**src/rtl/ps2_scancode_rx.sv**
```systemverilog
// PS/2 set-2 keyboard receiver: conditions the pins, deframes bytes and folds E0/F0/E1 prefixes
// into single 11-bit key events. Define PS2_TIMEOUT_EN to abort frames that stall mid-byte.
module ps2_scancode_rx #(
    parameter int unsigned FILTER  = 8,
    parameter int unsigned TIMEOUT = 64000
) (
    input  logic        clk,
    input  logic        reset_n,
    input  logic        ps2_clk,
    input  logic        ps2_data,
    output logic [10:0] ps2_key,
    output logic        frame_err
);

    localparam int unsigned FW = $clog2(FILTER + 1);

    typedef enum logic [1:0] {StIdle, StData, StParity, StStop} state_t;

    logic [1:0]    clk_sync;
    logic [1:0]    data_sync;
    logic          clk_filt;
    logic          clk_filt_prev;
    logic [FW-1:0] filt_cnt;
    logic          strobe;

    state_t        state;
    logic [2:0]    bitcnt;
    logic [7:0]    shreg;
    logic          par_bit;
    logic          byte_valid;
    logic [7:0]    rx_byte;
    logic          timeout_hit;

    logic          ext;
    logic          brk;
    logic [2:0]    skip;

    // Pin synchronisers and clock deglitch filter; idle line level is high.
    always_ff @(posedge clk) begin
        if (!reset_n) begin
            clk_sync      <= 2'b11;
            data_sync     <= 2'b11;
            clk_filt      <= 1'b1;
            clk_filt_prev <= 1'b1;
            filt_cnt      <= '0;
        end else begin
            clk_sync      <= {clk_sync[0], ps2_clk};
            data_sync     <= {data_sync[0], ps2_data};
            clk_filt_prev <= clk_filt;
            if (clk_sync[1] == clk_filt) begin
                filt_cnt <= '0;
            end else if (filt_cnt == FW'(FILTER - 1)) begin
                clk_filt <= clk_sync[1];
                filt_cnt <= '0;
            end else begin
                filt_cnt <= filt_cnt + 1'b1;
            end
        end
    end

    assign strobe = clk_filt_prev & ~clk_filt;

`ifdef PS2_TIMEOUT_EN
    localparam int unsigned TW = $clog2(TIMEOUT + 1);
    logic [TW-1:0] to_cnt;
`else
    assign timeout_hit = 1'b0;
`endif

    always_ff @(posedge clk) begin
        if (!reset_n) begin
            state      <= StIdle;
            bitcnt     <= '0;
            shreg      <= '0;
            par_bit    <= 1'b0;
            byte_valid <= 1'b0;
            rx_byte    <= '0;
            frame_err  <= 1'b0;
`ifdef PS2_TIMEOUT_EN
            to_cnt      <= '0;
            timeout_hit <= 1'b0;
`endif
        end else begin
            byte_valid <= 1'b0;
            frame_err  <= 1'b0;
`ifdef PS2_TIMEOUT_EN
            timeout_hit <= 1'b0;
            if (state == StIdle || strobe) begin
                to_cnt <= '0;
            end else begin
                to_cnt <= to_cnt + 1'b1;
            end
`endif
            if (strobe) begin
                unique case (state)
                    StIdle: begin
                        if (!data_sync[1]) begin
                            state  <= StData;
                            bitcnt <= '0;
                        end
                    end
                    StData: begin
                        shreg  <= {data_sync[1], shreg[7:1]};
                        bitcnt <= bitcnt + 3'd1;
                        if (bitcnt == 3'd7) begin
                            state <= StParity;
                        end
                    end
                    StParity: begin
                        par_bit <= data_sync[1];
                        state   <= StStop;
                    end
                    StStop: begin
                        // Odd parity across the eight data bits plus the parity bit.
                        if (data_sync[1] && (^{shreg, par_bit})) begin
                            byte_valid <= 1'b1;
                            rx_byte    <= shreg;
                        end else begin
                            frame_err <= 1'b1;
                        end
                        state <= StIdle;
                    end
                    default: state <= StIdle;
                endcase
            end
`ifdef PS2_TIMEOUT_EN
            else if (state != StIdle && to_cnt == TW'(TIMEOUT - 1)) begin
                state       <= StIdle;
                timeout_hit <= 1'b1;
            end
`endif
        end
    end

    // Prefix folding and event generation.
    always_ff @(posedge clk) begin
        if (!reset_n) begin
            ps2_key <= '0;
            ext     <= 1'b0;
            brk     <= 1'b0;
            skip    <= '0;
        end else if (timeout_hit) begin
            ext  <= 1'b0;
            brk  <= 1'b0;
            skip <= '0;
        end else if (byte_valid) begin
            if (skip != 3'd0) begin
                skip <= skip - 3'd1;
            end else if (rx_byte == 8'hE1) begin
                skip <= 3'd7;
            end else if (rx_byte == 8'hE0) begin
                ext <= 1'b1;
            end else if (rx_byte == 8'hF0) begin
                brk <= 1'b1;
            end else if (ext && (rx_byte == 8'h12 || rx_byte == 8'h59)) begin
                ext <= 1'b0;
                brk <= 1'b0;
            end else if (!ext && !brk &&
                         (rx_byte inside {8'hAA, 8'hFA, 8'hEE, 8'hFE, 8'h00, 8'hFF})) begin
                // Keyboard housekeeping responses carry no key information.
                ext <= 1'b0;
            end else begin
                ps2_key <= {~ps2_key[10], ~brk, ext, rx_byte};
                ext     <= 1'b0;
                brk     <= 1'b0;
            end
        end
    end

endmodule

```
**config.mk**
```make
export PLATFORM = sky130hd
export DESIGN_NAME = ps2_scancode_rx
export DESIGN_NICKNAME = d
export VERILOG_FILES = /design/src/rtl/ps2_scancode_rx.sv
export SDC_FILE = /design/constraint.sdc
export NUM_CORES = 1
export LEC_CHECK = 0
export ABC_AREA = 1
export ABC_CLOCK_PERIOD_IN_PS = 1500
export BUFFER_PORTS_ARGS = -buffer_cell sky130_fd_sc_hd__buf_2
export CAP_MARGIN = 15
export CORE_AREA = 2 2 74 76
export CTS_CLUSTER_SIZE = 14
export DETAILED_ROUTE_END_ITERATION = 10
export DIE_AREA = 0 0 76 78
export HOLD_SLACK_MARGIN = 0.12
export PLACE_DENSITY = 0.71
export SLEW_MARGIN = 30
export SYNTH_ARGS = -nofsm -noshare
export SYNTH_HDL_FRONTEND = slang
export SYNTH_SLANG_ARGS = --single-unit
```
**constraint.sdc**
```tcl
create_clock -name clk -period 1.5 [get_ports clk]
set_clock_uncertainty 0.15 [all_clocks]
set_input_delay 0.225 -clock clk [delete_from_list [all_inputs] [get_ports clk]]
set_output_delay 0.225 -clock clk [all_outputs]
set_load 0.03 [all_outputs]
```
# After elaboration in Yosys (flattened, before gate mapping)
# Cells that the tools add are included.
# totals
inputBits,4
romBits,0
memories,0
out_inout_bits,12
ramBits,0
latchBits,0
regBits,50
# op_classes
multipliers,0
muxes,14
shift,0
n_eq_ne,20
n_bitwise,12
n_div,0
add_sub_neg,3
n_reduce_logical,26
magnitude_cmp,0
# op_table
operator,count
$eq A8 B8 Y1 const B,8
$reduce_and A3 Y1,4
$not A1 Y1,11
$mux W3,3
$reduce_xor A9 Y1,1
$eq A8 B5 Y1 const B,1
$eq A8 B7 Y1 const B,1
$logic_not A8 Y1,1
$pmux W2 S4,1
$reduce_and A2 Y1,4
$mux W1,7
$reduce_and A7 Y1,1
$ne A2 B2 Y1 const B,3
$pmux W3 S2,1
$reduce_bool A6 Y1,1
$reduce_and A5 Y1,1
$add A4 B1 Y4 const B,1
$eq A2 B2 Y1 const B,2
$eq A4 B3 Y1 const B,1
$logic_and A1 B1 Y1,4
$mux W2,2
$reduce_and A4 Y1,1
$reduce_bool A2 Y1,2
$add A3 B1 Y3 const B,1
other kinds (11),12

# Logic depth before layout (Yosys ltp)
# Gate-level depths: netlist (run 1).
# depth
word_depth,6
mapped_depth,12
mapped_depth_nobuf,12

# Least setup slack after synthesis (run 1)
# OpenSTA, ideal clock, no wires.
# synth_path
path_type,reg2reg
from,reg skip[0]
to,reg ps2_key[10]
t_required_ps,1288
setup_ps,62
slack_ps,-125
arrival_time_ps,1413
path_stages_with_launch,12
period_less_slack_ps,1625
cell_sequence,dfxtp_1 -> inv_1 -> ha_1 -> inv_1 -> nor2_1 -> nand3_2 -> nor2_4 -> nand2_4 -> nor2_4 -> buf_8 -> nor2_2 -> nor2_2
# synth_via
elab_chain_cells,3
# synth_rtl
item,line,source
from (decl),36,logic [2:0] skip;
from (signal assigned),148,skip <= skip - 3'd1;
$reduce_bool A3 Y1,147,if (skip != 3'd0) begin
$not A1 Y1 (no line),n/a,
$reduce_and A7 Y1 (no line),n/a,
to (signal assigned),163,"ps2_key <= {~ps2_key[10], ~brk, ext, rx_byte};"
to (decl),11,"output logic [10:0] ps2_key,"
# Every way passes these cells.
# A chain may end at the register's enable or synchronous reset.

# Worst setup path in the final report (run 1)
# layout_path
from,reg rx_byte[6]
to,reg ps2_key[3]
# layout_via
elab_chain_cells,5
elab_cells_between_ends,21
classes_between,10 x eq/ne; 5 x bitwise; 6 x reduce/logical
# layout_rtl
item,line,source
from (decl),31,logic [7:0] rx_byte;
from (signal assigned),117,rx_byte <= shreg;
"$eq A8 B8 Y1, or another cell as far along",159,"(rx_byte inside {8'hAA, 8'hFA, 8'hEE, 8'hFE, 8'h00, 8'hFF})) begin"
$reduce_bool A6 Y1 or $logic_or A1 B1 Y1 (tied branches),"159, 155",
"$logic_and A1 B1 Y1, on equally long branches","158, 155",
$not A1 Y1 (no line),n/a,
$reduce_and A7 Y1 (no line) (*),n/a,
# Every way passes the cells marked *; elsewhere a longest branch is shown, timed or not.

==> results_dict.tcl, run 1 <==
set metrics [dict create \
    status "finished, violations left" \
    failed_checks "setup timing" \
    synth_simple_gate_area_share_pct 35.59 \
    dr_total_vias 2511 \
    p_sw_uw 525.7 \
    h-tree-depth 2 \
    hold_path_class "in2reg" \
    fin_crit_sh_pct 113.5 \
    final.setup.worst_slack_ns -0.2024 \
    nets 449 \
    startpoint "rx_byte[6]$_SDFFE_PN0P_" \
    area_growth_syn_to_layout_pct 54.10 \
    fillerInstances 344 \
    grt_max_degree 34 \
    p_leak_nw 1.779 \
    muxShareOfSynthArea_pct 0 \
    pin_count 16 \
    drc 0 \
    finish.utilization_pct 76.40 \
    gp_congestion 0.7985 \
    pre_cts_ws_ns -0.3597 \
    grt.total_usage_pct 21.11 \
    endpoint_kind "flip-flop" \
    cts_tree "done" \
    sw_frac_of_total_pct 22.31 \
    core-area_um2 5042 \
    synth_area_um2 2500 \
    syn_nets 370 \
    wirelength_um 6676 \
    hold_viol 0 \
    power_frac_clock_pct 41.5 \
    cts_max_path_buffers 2 \
    cpPeakStageDelay_ns 0.38 \
    critPathSlowestCell "dfxtp_4" \
    synth_area_leaders "dfxtp_1, nand2_1, inv_1, nand3_1, nor2_1" \
    min_from "reset_n" \
    portBuffers 15 \
    powerDensity_nw_per_um2 611.5 \
    drive_gt1_share_pct 55.61 \
    num_antenna_cells 0 \
    synth_xor_area_share_pct 0.7007 \
    via_per_inst 4.953 \
    yosys.area.top_type "dfxtp_1" \
    synth_top_family_by_area "simple AND/OR/NAND/NOR gates" \
    crit_chain "buf_6, nor2_4, nand3_1, nand2_1, nand3_2, nand2_4, clkinvlp_4, nand3_1, nand2_1, nor2_2" \
    critPathMaxFanout 6 \
    p_seq_share_pct 55.7 \
    ys_seq_area_share_pct 40.04 \
    crit_buf_inv 2 \
    path_clk_slew_ns 0.09 \
    rows 26 \
    p_int_mw 1.830 \
    timing.slew.headroom_pct 78.11 \
    reg2reg_slack_ns -0.20 \
    synthAdderAreaFrac_pct 4.505 \
    die_x_um 76 \
    ir_drop_mv 0.8068 \
    start_kind "flip-flop" \
    yosys.area.top_type_share_pct 40.04 \
    cts-root-buf "clkbuf_8" \
    dieArea_um2 5928 \
    drt_iter0_markers 77 \
    design_area_um2 3852 \
    ant_nets 0 \
    ys_warn_count 0 \
    reg2reg_from "rx_byte[6]$_SDFFE_PN0P_" \
    dp_hpwl_um 3750 \
    fin_crit_ns 1.702 \
    worstSetupPathType "reg2reg" \
    wl_per_cell_um 13.17 \
    synth-seq-cells 50 \
    antenna_found_initial 0 \
    pwr-share-comb_pct 2.8 \
    yosysUniqueCellTypes 32 \
    critPathArrivalTime_ns 1.81 \
    finalSetupViolCount 20 \
    placed_area_um2 3032 \
    grt_pass1_vias 2409 \
    synthCells 357 \
    worstMarginPinSlew_ns 0.3283 \
    numCtsBuffers 5 \
    grt_pass1_wl_um 10250 \
    cap_violations 0 \
    initial_core_util_pct 49.58 \
    critPathRequiredTime_ns 1.61 \
    rsz0062_at_grt "yes" \
    drtPass1Iterations 4 \
    postSynthAreaPerCell_um2 7.003 \
    drv_slew 0 \
    fp.dieH_um 78 \
    grt_overflow 0 \
    clk_latency_ns 0.31 \
    synth_compound_area_share_pct 9.459 \
    cpLargestDelayFamily "simple AND/OR/NAND/NOR gates" \
    fmax_ghz 0.5874 \
    finalPower_mw 2.356 \
    clock-sinks 50 \
]
-- routing by layer --
layer | vias to the layer above | part of all wire, % | global-route usage (%)
li1 | 1294 | - | -
met1 | 1163 | 41 | 24.17
met2 | 43 | 54 | 38.84
met3 | 11 | 3.0 | 4.186
met4 | 0 | 1.5 | 8.000
met5 | - | 0 | 0
-- worst min-delay path, cell delays in order --
cell and delay (ns):
buf_2 0.13, clkinv_1 0.09, nor2_4 0.06, nand2_2 0.08, inv_2 0.03
-- power by group through the flow --
| stage | Combinational, mW | Sequential [mW] | Clock [mW] |
|---|---|---|---|
| final | 0.0649 | 1.31 | 0.979 |
| after global routing | 0.0721 | 1.31 | 1.04 |
| after CTS | 0.0597 | 1.33 | 0.989 |
| after detailed placement | 0.0541 | 1.37 | 0 |
| after global placement | 0.0533 | 1.37 | 0 |
| after floorplan | 0.0372 | 1.37 | 0 |
-- through the flow --
step / hold WS, ns / TNS, ns / cells
floorplan: 0.1816 / -0.4053 / 357
global placement: 0.2457 / -3.103 / 481
detailed placement: 0.2479 / -4.857 / 481
CTS: 0.01325 / -1.502 / 501
global route: 0.1912 / -4.675 / 507
finish: 0.1775 / -2.453 / 507
-- kinds of logic after synthesis --
kind of cell               Yosys count
AOI/OAI and AO/OA                   44
DFF                                 50
and+or+nand+nor                    193
adders and majority gates            9
buffers and inverters               59
xor gates and xnor gates             2
-- registers in the layout, indices dropped and copies added, names as in the netlist --
signal         flops
bitcnt             3
filt_cnt           4
clk_sync           2
rx_byte            8
data_sync          2
clk_filt_prev      1
par_bit            1
state              2
skip               3
clk_filt           1
brk                1
byte_valid         1
ext                1
shreg              8
ps2_key           11
frame_err          1
-- worst paths after layout --
| path | depth (start not counted) | to |
|---|---|---|
| max | 10 | ps2_key[3]$_SDFFE_PN0P_ |
| min reg2reg | 1 | clk_sync[1]$_SDFF_PN1_ |
| min | 5 | frame_err$_SDFF_PN0_ |
| max reg2reg | 10 | ps2_key[3]$_SDFFE_PN0P_ |
-- cell usage after synthesis, drive strengths merged --
master	instances
nor3	1
xor2	2
nor3b	1
a21oi	19
buf	5
a211o	1
a211oi	1
o211ai	2
nand4	11
clkbuf	4
o211a	1
inv	49
o21ai	20
clkinv	1
nand3b	1
nor2	51
ha	9
nand3	25
or2	4
nand2	99
dfxtp	50
-- cell usage in the layout (no fill, tap or decap), drive strengths merged, types with 5 or more instances in the layout --
cell type,count
nor2,51
ha,9
nand2,99
a21oi,19
nand3,25
o21ai,20
buf,76
nand4,12
dfxtp,50
inv,48
clkbuf,5
-- timing repair --
action                     in CTS  in global routing
hold endpoints to repair        4                  2
gates cloned                    2                  0
pin swaps                      24                 43
hold buffers                    2                  1
setup buffers                  10                  5
setup endpoints to repair      25                 32
resized for setup              65                116
-- area by class of cell --
type                       instances  area [µm²]  share of cell area, %
inverter                          50       203.9                  5.294
multi-input combinational        249        1757                  45.60
clock inverter                     3       45.04                  1.169
timing repair buffer              79       625.6                  16.24
tap                               70       87.58                  2.273
timing repair inverter             1       7.507                 0.1949
clock buffer                       5       68.82                  1.786
sequential                        50        1057                  27.44
Power figures use the tool's default switching activity.
==> run 2: changes to the inputs <==
--- a/config.mk
+++ b/config.mk
@@ -7,14 +7,14 @@
 export LEC_CHECK = 0
 export ABC_AREA = 1
 export ABC_CLOCK_PERIOD_IN_PS = 1500
-export BUFFER_PORTS_ARGS = -buffer_cell sky130_fd_sc_hd__buf_2
 export CAP_MARGIN = 15
 export CORE_AREA = 2 2 74 76
 export CTS_CLUSTER_SIZE = 14
 export DETAILED_ROUTE_END_ITERATION = 10
 export DIE_AREA = 0 0 76 78
+export DONT_BUFFER_PORTS = 1
 export HOLD_SLACK_MARGIN = 0.12
-export PLACE_DENSITY = 0.71
+export PLACE_DENSITY = 0.68
 export SLEW_MARGIN = 30
 export SYNTH_ARGS = -nofsm -noshare
 export SYNTH_HDL_FRONTEND = slang
==> results_dict.tcl, run 2 (synthesis gave the netlist of run 1 again) <==
set metrics [dict create \
    final.setup.worst_slack_ns -0.2054 \
    critPathRequiredTime_ns 1.61 \
    grt_pass1_vias 2327 \
    cpLargestDelayFamily "simple AND/OR/NAND/NOR gates" \
    hold_ws_ns -0.1479 \
    start_kind "flip-flop" \
    hold_depth 1 \
    grt_pass1_wl_um 10010 \
    num_antenna_cells 0 \
    dr_total_vias 2512 \
    status "finished, violations left" \
    pin_count 16 \
    cpMostUsedCell "nand3_2" \
    cap_violations 0 \
    fillerInstances 376 \
    numCtsBuffers 5 \
    drtPass1Iterations 4 \
    p_seq_share_pct 60.7 \
    crit_buf_inv 2 \
    clk_latency_ns 0.32 \
    cts_tree "done" \
    path_clk_slew_ns 0.10 \
    design_area_um2 3656 \
    nets 442 \
    dp_hpwl_um 3758 \
    timing.slew.headroom_pct 70.10 \
    failed_checks "hold timing, setup timing" \
    grt_overflow 0 \
    initial_core_util_pct 49.58 \
    reg2reg_depth 9 \
    drv_slew 0 \
    dieArea_um2 5928 \
    fp.dieH_um 78 \
    drive_gt1_share_pct 48.60 \
    wl_per_cell_um 12.69 \
    final.setup.tns_ns -2.026 \
    fin_crit_ns 1.705 \
    critPathArrivalTime_ns 1.81 \
    grt.total_usage_pct 20.68 \
    area_growth_syn_to_layout_pct 46.25 \
    h-tree-depth 2 \
    cts_max_path_buffers 2 \
    hold_viol 26 \
    fmax_ghz 0.5864 \
    placed_area_um2 2959 \
    drt_iter0_markers 139 \
    critPathSlowestCell "dfxtp_4" \
    p_int_mw 1.668 \
    portBuffers 0 \
    finalSetupViolCount 19 \
    core-area_um2 5042 \
    via_per_inst 5.024 \
    cpPeakStageDelay_ns 0.39 \
    hold_path_class "in2reg" \
    largestRegisters "ps2_key (11), rx_byte (8), shreg (8)" \
    critPathMaxFanout 6 \
    layout_commonest_cell "nand2_1" \
    gp_congestion 0.7977 \
    rsz0062_at_grt "yes" \
    crit_cells 9 \
    regMostFlops "ps2_key" \
    p_leak_nw 1.672 \
    grt_max_degree 38 \
    layout_common_cells "nand2_1, buf_4, nand2_2, inv_1, dfxtp_1" \
    largest_register_ffs 11 \
    ant_nets 0 \
    crit_chain "buf_4, nand3_1, a21oi_2, nand3_2, nand2_4, clkinvlp_4, nand3_2, nand2_1, nor2_1" \
    rows 26 \
    ir_drop_mv 0.5482 \
    sw_frac_of_total_pct 23.40 \
    drc 0 \
    worstMarginPinSlew_ns 0.4479 \
    die_x_um 76 \
    powerDensity_nw_per_um2 595.7 \
    pwr-share-comb_pct 2.0 \
    power_frac_clock_pct 37.3 \
    worstSetupPathType "reg2reg" \
    endpoint_kind "flip-flop" \
    fin_crit_sh_pct 113.7 \
    p_sw_uw 509.7 \
    cts-root-buf "clkbuf_8" \
    antenna_found_initial 0 \
    clock-sinks 50 \
    wirelength_um 6343 \
    ctsHoldBuffers 12 \
]
==> run 2: per-layer routing <==
metal	global-route usage, %	up-vias	part of all wire (%)
met5	0	-	0
met4	8.364	0	2.1
met3	3.605	13	2.3
met2	39.91	38	55
met1	22.25	1180	40
li1	-	1281	-
==> run 2: area by class of cell <==
cell class / instances / area, µm² / share of cell area [%]
Clock buffer: 5 / 68.82 / 1.882
Clock inverter: 3 / 21.27 / 0.5818
Inverter: 50 / 191.4 / 5.236
Multi-Input combinational cell: 249 / 1617 / 44.22
Sequential cell: 50 / 1044 / 28.54
Tap cell: 70 / 87.58 / 2.396
Timing Repair Buffer: 72 / 619.3 / 16.94
Timing Repair inverter: 1 / 7.507 / 0.2053
==> run 2: final timing paths <==
path | endpoint | slack [ns] | startpoint
max | ps2_key[0]$_SDFFE_PN0P_ | -0.21 | rx_byte[4]$_SDFFE_PN0P_
min | clk_filt$_SDFFE_PN1P_ | -0.15 | reset_n
min reg2reg | data_sync[1]$_SDFF_PN1_ | 0.27 | data_sync[0]$_SDFF_PN1_
max reg2reg | ps2_key[0]$_SDFFE_PN0P_ | -0.21 | rx_byte[4]$_SDFFE_PN0P_
==> run 2: repair_timing <==
item                                    4_1_cts  5_1_grt
resized for setup                            49       81
endpoints found under the setup margin       23       30
buffers inserted                              6        8
pin swaps                                    20       32
endpoints found under the hold margin        50       30
cloned                                        3        0
==> run 2: power groups by stage <==
| stage | clock network (mW) | logic (mW) | registers [mW] |
|---|---|---|---|
| floorplan | 0 | 0.0372 | 1.37 |
| global placement | 0 | 0.0342 | 1.37 |
| detailed placement | 0 | 0.0345 | 1.37 |
| CTS | 0.833 | 0.0423 | 1.33 |
| global route | 0.876 | 0.0496 | 1.32 |
| finish | 0.812 | 0.0437 | 1.32 |
==> run 2: metrics by stage <==
stage / util (%) / hold slack, ns / worst slack, ns / instances / power, mW
final: 72.51 / -0.1479 / -0.2054 / 500 / 2.178
after detailed placement: 58.68 / 0.1539 / -0.1738 / 463 / 1.401
after global routing: 72.51 / -0.1435 / -0.3005 / 500 / 2.249
after CTS: 66.82 / -0.1501 / -0.1240 / 492 / 2.208
after global placement: 58.68 / 0.1492 / -0.09516 / 463 / 1.400
after floorplan: - / 0.1816 / -0.04472 / 357 / 1.403
==> run 3: changes to the inputs <==
--- a/config.mk
+++ b/config.mk
@@ -6,7 +6,6 @@
 export NUM_CORES = 1
 export LEC_CHECK = 0
 export ABC_AREA = 1
-export ABC_CLOCK_PERIOD_IN_PS = 1500
 export CAP_MARGIN = 15
 export CORE_AREA = 2 2 74 76
 export CTS_CLUSTER_SIZE = 14
@@ -15,6 +14,7 @@
 export DONT_BUFFER_PORTS = 1
 export HOLD_SLACK_MARGIN = 0.12
 export PLACE_DENSITY = 0.68
+export REMOVE_ABC_BUFFERS = 1
 export SLEW_MARGIN = 30
 export SYNTH_ARGS = -nofsm -noshare
 export SYNTH_HDL_FRONTEND = slang
==> results_dict.tcl, run 3 (synthesis gave the netlist of run 1 again) <==
set metrics [dict create \
    grt_pass1_wl_um 9549 \
    p_leak_nw 1.574 \
    wl_per_cell_um 12.52 \
    wirelength_um 5960 \
    dr_total_vias 2422 \
    h-tree-depth 2 \
    dp_hpwl_um 3587 \
    fp.dieH_um 78 \
    numCtsBuffers 5 \
    fmax_ghz 0.5966 \
    p_seq_share_pct 59.8 \
    grt.total_usage_pct 19.62 \
    final.setup.worst_slack_ns -0.1761 \
    clock-sinks 50 \
    critPathArrivalTime_ns 1.78 \
    ir_drop_mv 0.6096 \
    fin_crit_ns 1.676 \
    cts_max_path_buffers 2 \
    hold_ws_ns 0.05795 \
    drt_iter0_markers 191 \
    start_kind "flip-flop" \
    dieArea_um2 5928 \
    worstSetupPathType "reg2reg" \
    largestRegisters "ps2_key (11), rx_byte (8), shreg (8)" \
    p_int_mw 1.706 \
    gp_congestion 0.7866 \
    pin_count 16 \
    drive_gt1_share_pct 45.81 \
    clk_latency_ns 0.31 \
    via_per_inst 5.088 \
    layout_common_cells "nand2_1, buf_4, inv_1, nand2_2, dfxtp_1" \
    path_clk_slew_ns 0.09 \
    finalSetupViolCount 19 \
    finish.utilization_pct 68.91 \
    drtPass1Iterations 4 \
    sw_frac_of_total_pct 22.44 \
    worstMarginPinSlew_ns 0.4204 \
    critPathRequiredTime_ns 1.60 \
    portBuffers 0 \
    largest_register_ffs 11 \
    design_area_um2 3475 \
    hold_viol 0 \
    status "finished, violations left" \
    layout_commonest_cell "nand2_1" \
    critPathMaxFanout 5 \
    dpl.cell_count 454 \
    grt_max_degree 38 \
    multi_input_area_um2 1620 \
    nets 418 \
    grt_pass1_vias 2202 \
    register_area_um2 1054 \
    cts-root-buf "clkbuf_8" \
    die_x_um 76 \
    cts_tree "done" \
    endpoint_kind "flip-flop" \
    ctsHoldBuffers 5 \
    grt_overflow 0 \
    powerDensity_nw_per_um2 633.1 \
    power_frac_clock_pct 37.4 \
    regMostFlops "ps2_key" \
    finalPower_mw 2.200 \
    initial_core_util_pct 49.58 \
    drc 0 \
    drv_slew 0 \
    area_growth_syn_to_layout_pct 38.99 \
    core-area_um2 5042 \
    placed_area_um2 2815 \
    cap_violations 0 \
    hold_path_class "in2reg" \
    timing.slew.headroom_pct 71.93 \
    rsz0062_at_grt "yes" \
    failed_checks "setup timing" \
    ant_nets 0 \
    layout.cells.non_filler 476 \
    num_antenna_cells 0 \
    fin_crit_sh_pct 111.7 \
    p_sw_uw 493.7 \
    antenna_found_initial 0 \
    fillerInstances 398 \
    pwr-share-comb_pct 2.8 \
    rows 26 \
]
==> run 3: changes by cell type in the layout (fill, tap and decap cells not counted), sizes merged <==
cell and delta:
buf -17, dlygate4sd3 -8, clkbuf +2, clkinv -1
==> run 3: per-stage QoR <==
| stage | setup WS, ns | TNS (ns) |
|---|---|---|
| final | -0.1761 | -1.871 |
| after global routing | -0.2837 | -3.923 |
| after CTS | -0.1347 | -1.394 |
| after detailed placement | -0.2033 | -3.070 |
| after global placement | -0.1571 | -2.433 |
| after floorplan | -0.1735 | -1.760 |
==> run 3: path summary, 6_finish.rpt <==
| kind | from | end | slack [ns] | depth (start not counted) |
|---|---|---|---|---|
| setup reg to reg | skip[0]$_SDFFE_PN0P_ | ps2_key[7]$_SDFFE_PN0P_ | -0.18 | 11 |
| hold reg to reg | data_sync[0]$_SDFF_PN1_ | data_sync[1]$_SDFF_PN1_ | 0.28 | 1 |
| hold / removal | reset_n | clk_filt$_SDFFE_PN1P_ | 0.06 | 2 |
| setup / recovery | skip[0]$_SDFFE_PN0P_ | ps2_key[7]$_SDFFE_PN0P_ | -0.18 | 11 |
==> run 3: critical path, cell delays in order (launching register included) <==
cell	delay, ns
dfxtp_2	0.33
inv_2	0.07
ha_4	0.13
inv_2	0.04
nor2_4	0.11
nand3_2	0.12
nor2_4	0.13
nand2_4	0.06
nor2_4	0.15
clkbuf_16	0.18
nor2_2	0.03
nor2_1	0.11
==> run 3: area by class of cell <==
class,count,area share (%)
Tap cell,70,2.521
Sequential cell,50,30.32
Clock buffer,6,2.377
Timing Repair inverter,1,0.2161
Inverter,50,5.582
Clock inverter,2,0.3601
Timing Repair Buffer,48,11.99
Multi-Input combinational cell,249,46.63
==> run 3: layer usage <==
layer | wire length, µm | global-route usage, %
met1 | 2569 | 24.78
met2 | 3062 | 32.95
met3 | 180 | 3.488
met4 | 147 | 8.727
met5 | 0 | 0
==> run 3: power by group through the flow <==
stage,clock [mW],sequential (mW),combinational (mW)
floorplan,0,1.37,0.0242
global placement,0,1.37,0.0344
detailed placement,0,1.37,0.0350
CTS,0.847,1.34,0.0585
global route,0.878,1.32,0.0679
finish,0.823,1.32,0.0606
==> run 3: repair_timing <==
item                                    in CTS  in global routing
endpoints found under the setup margin      26                 38
resized for setup                           34                110
setup buffers                                0                  6
gates cloned                                 1                  2
pin swaps                                   16                 31
endpoints found under the hold margin       50                 23
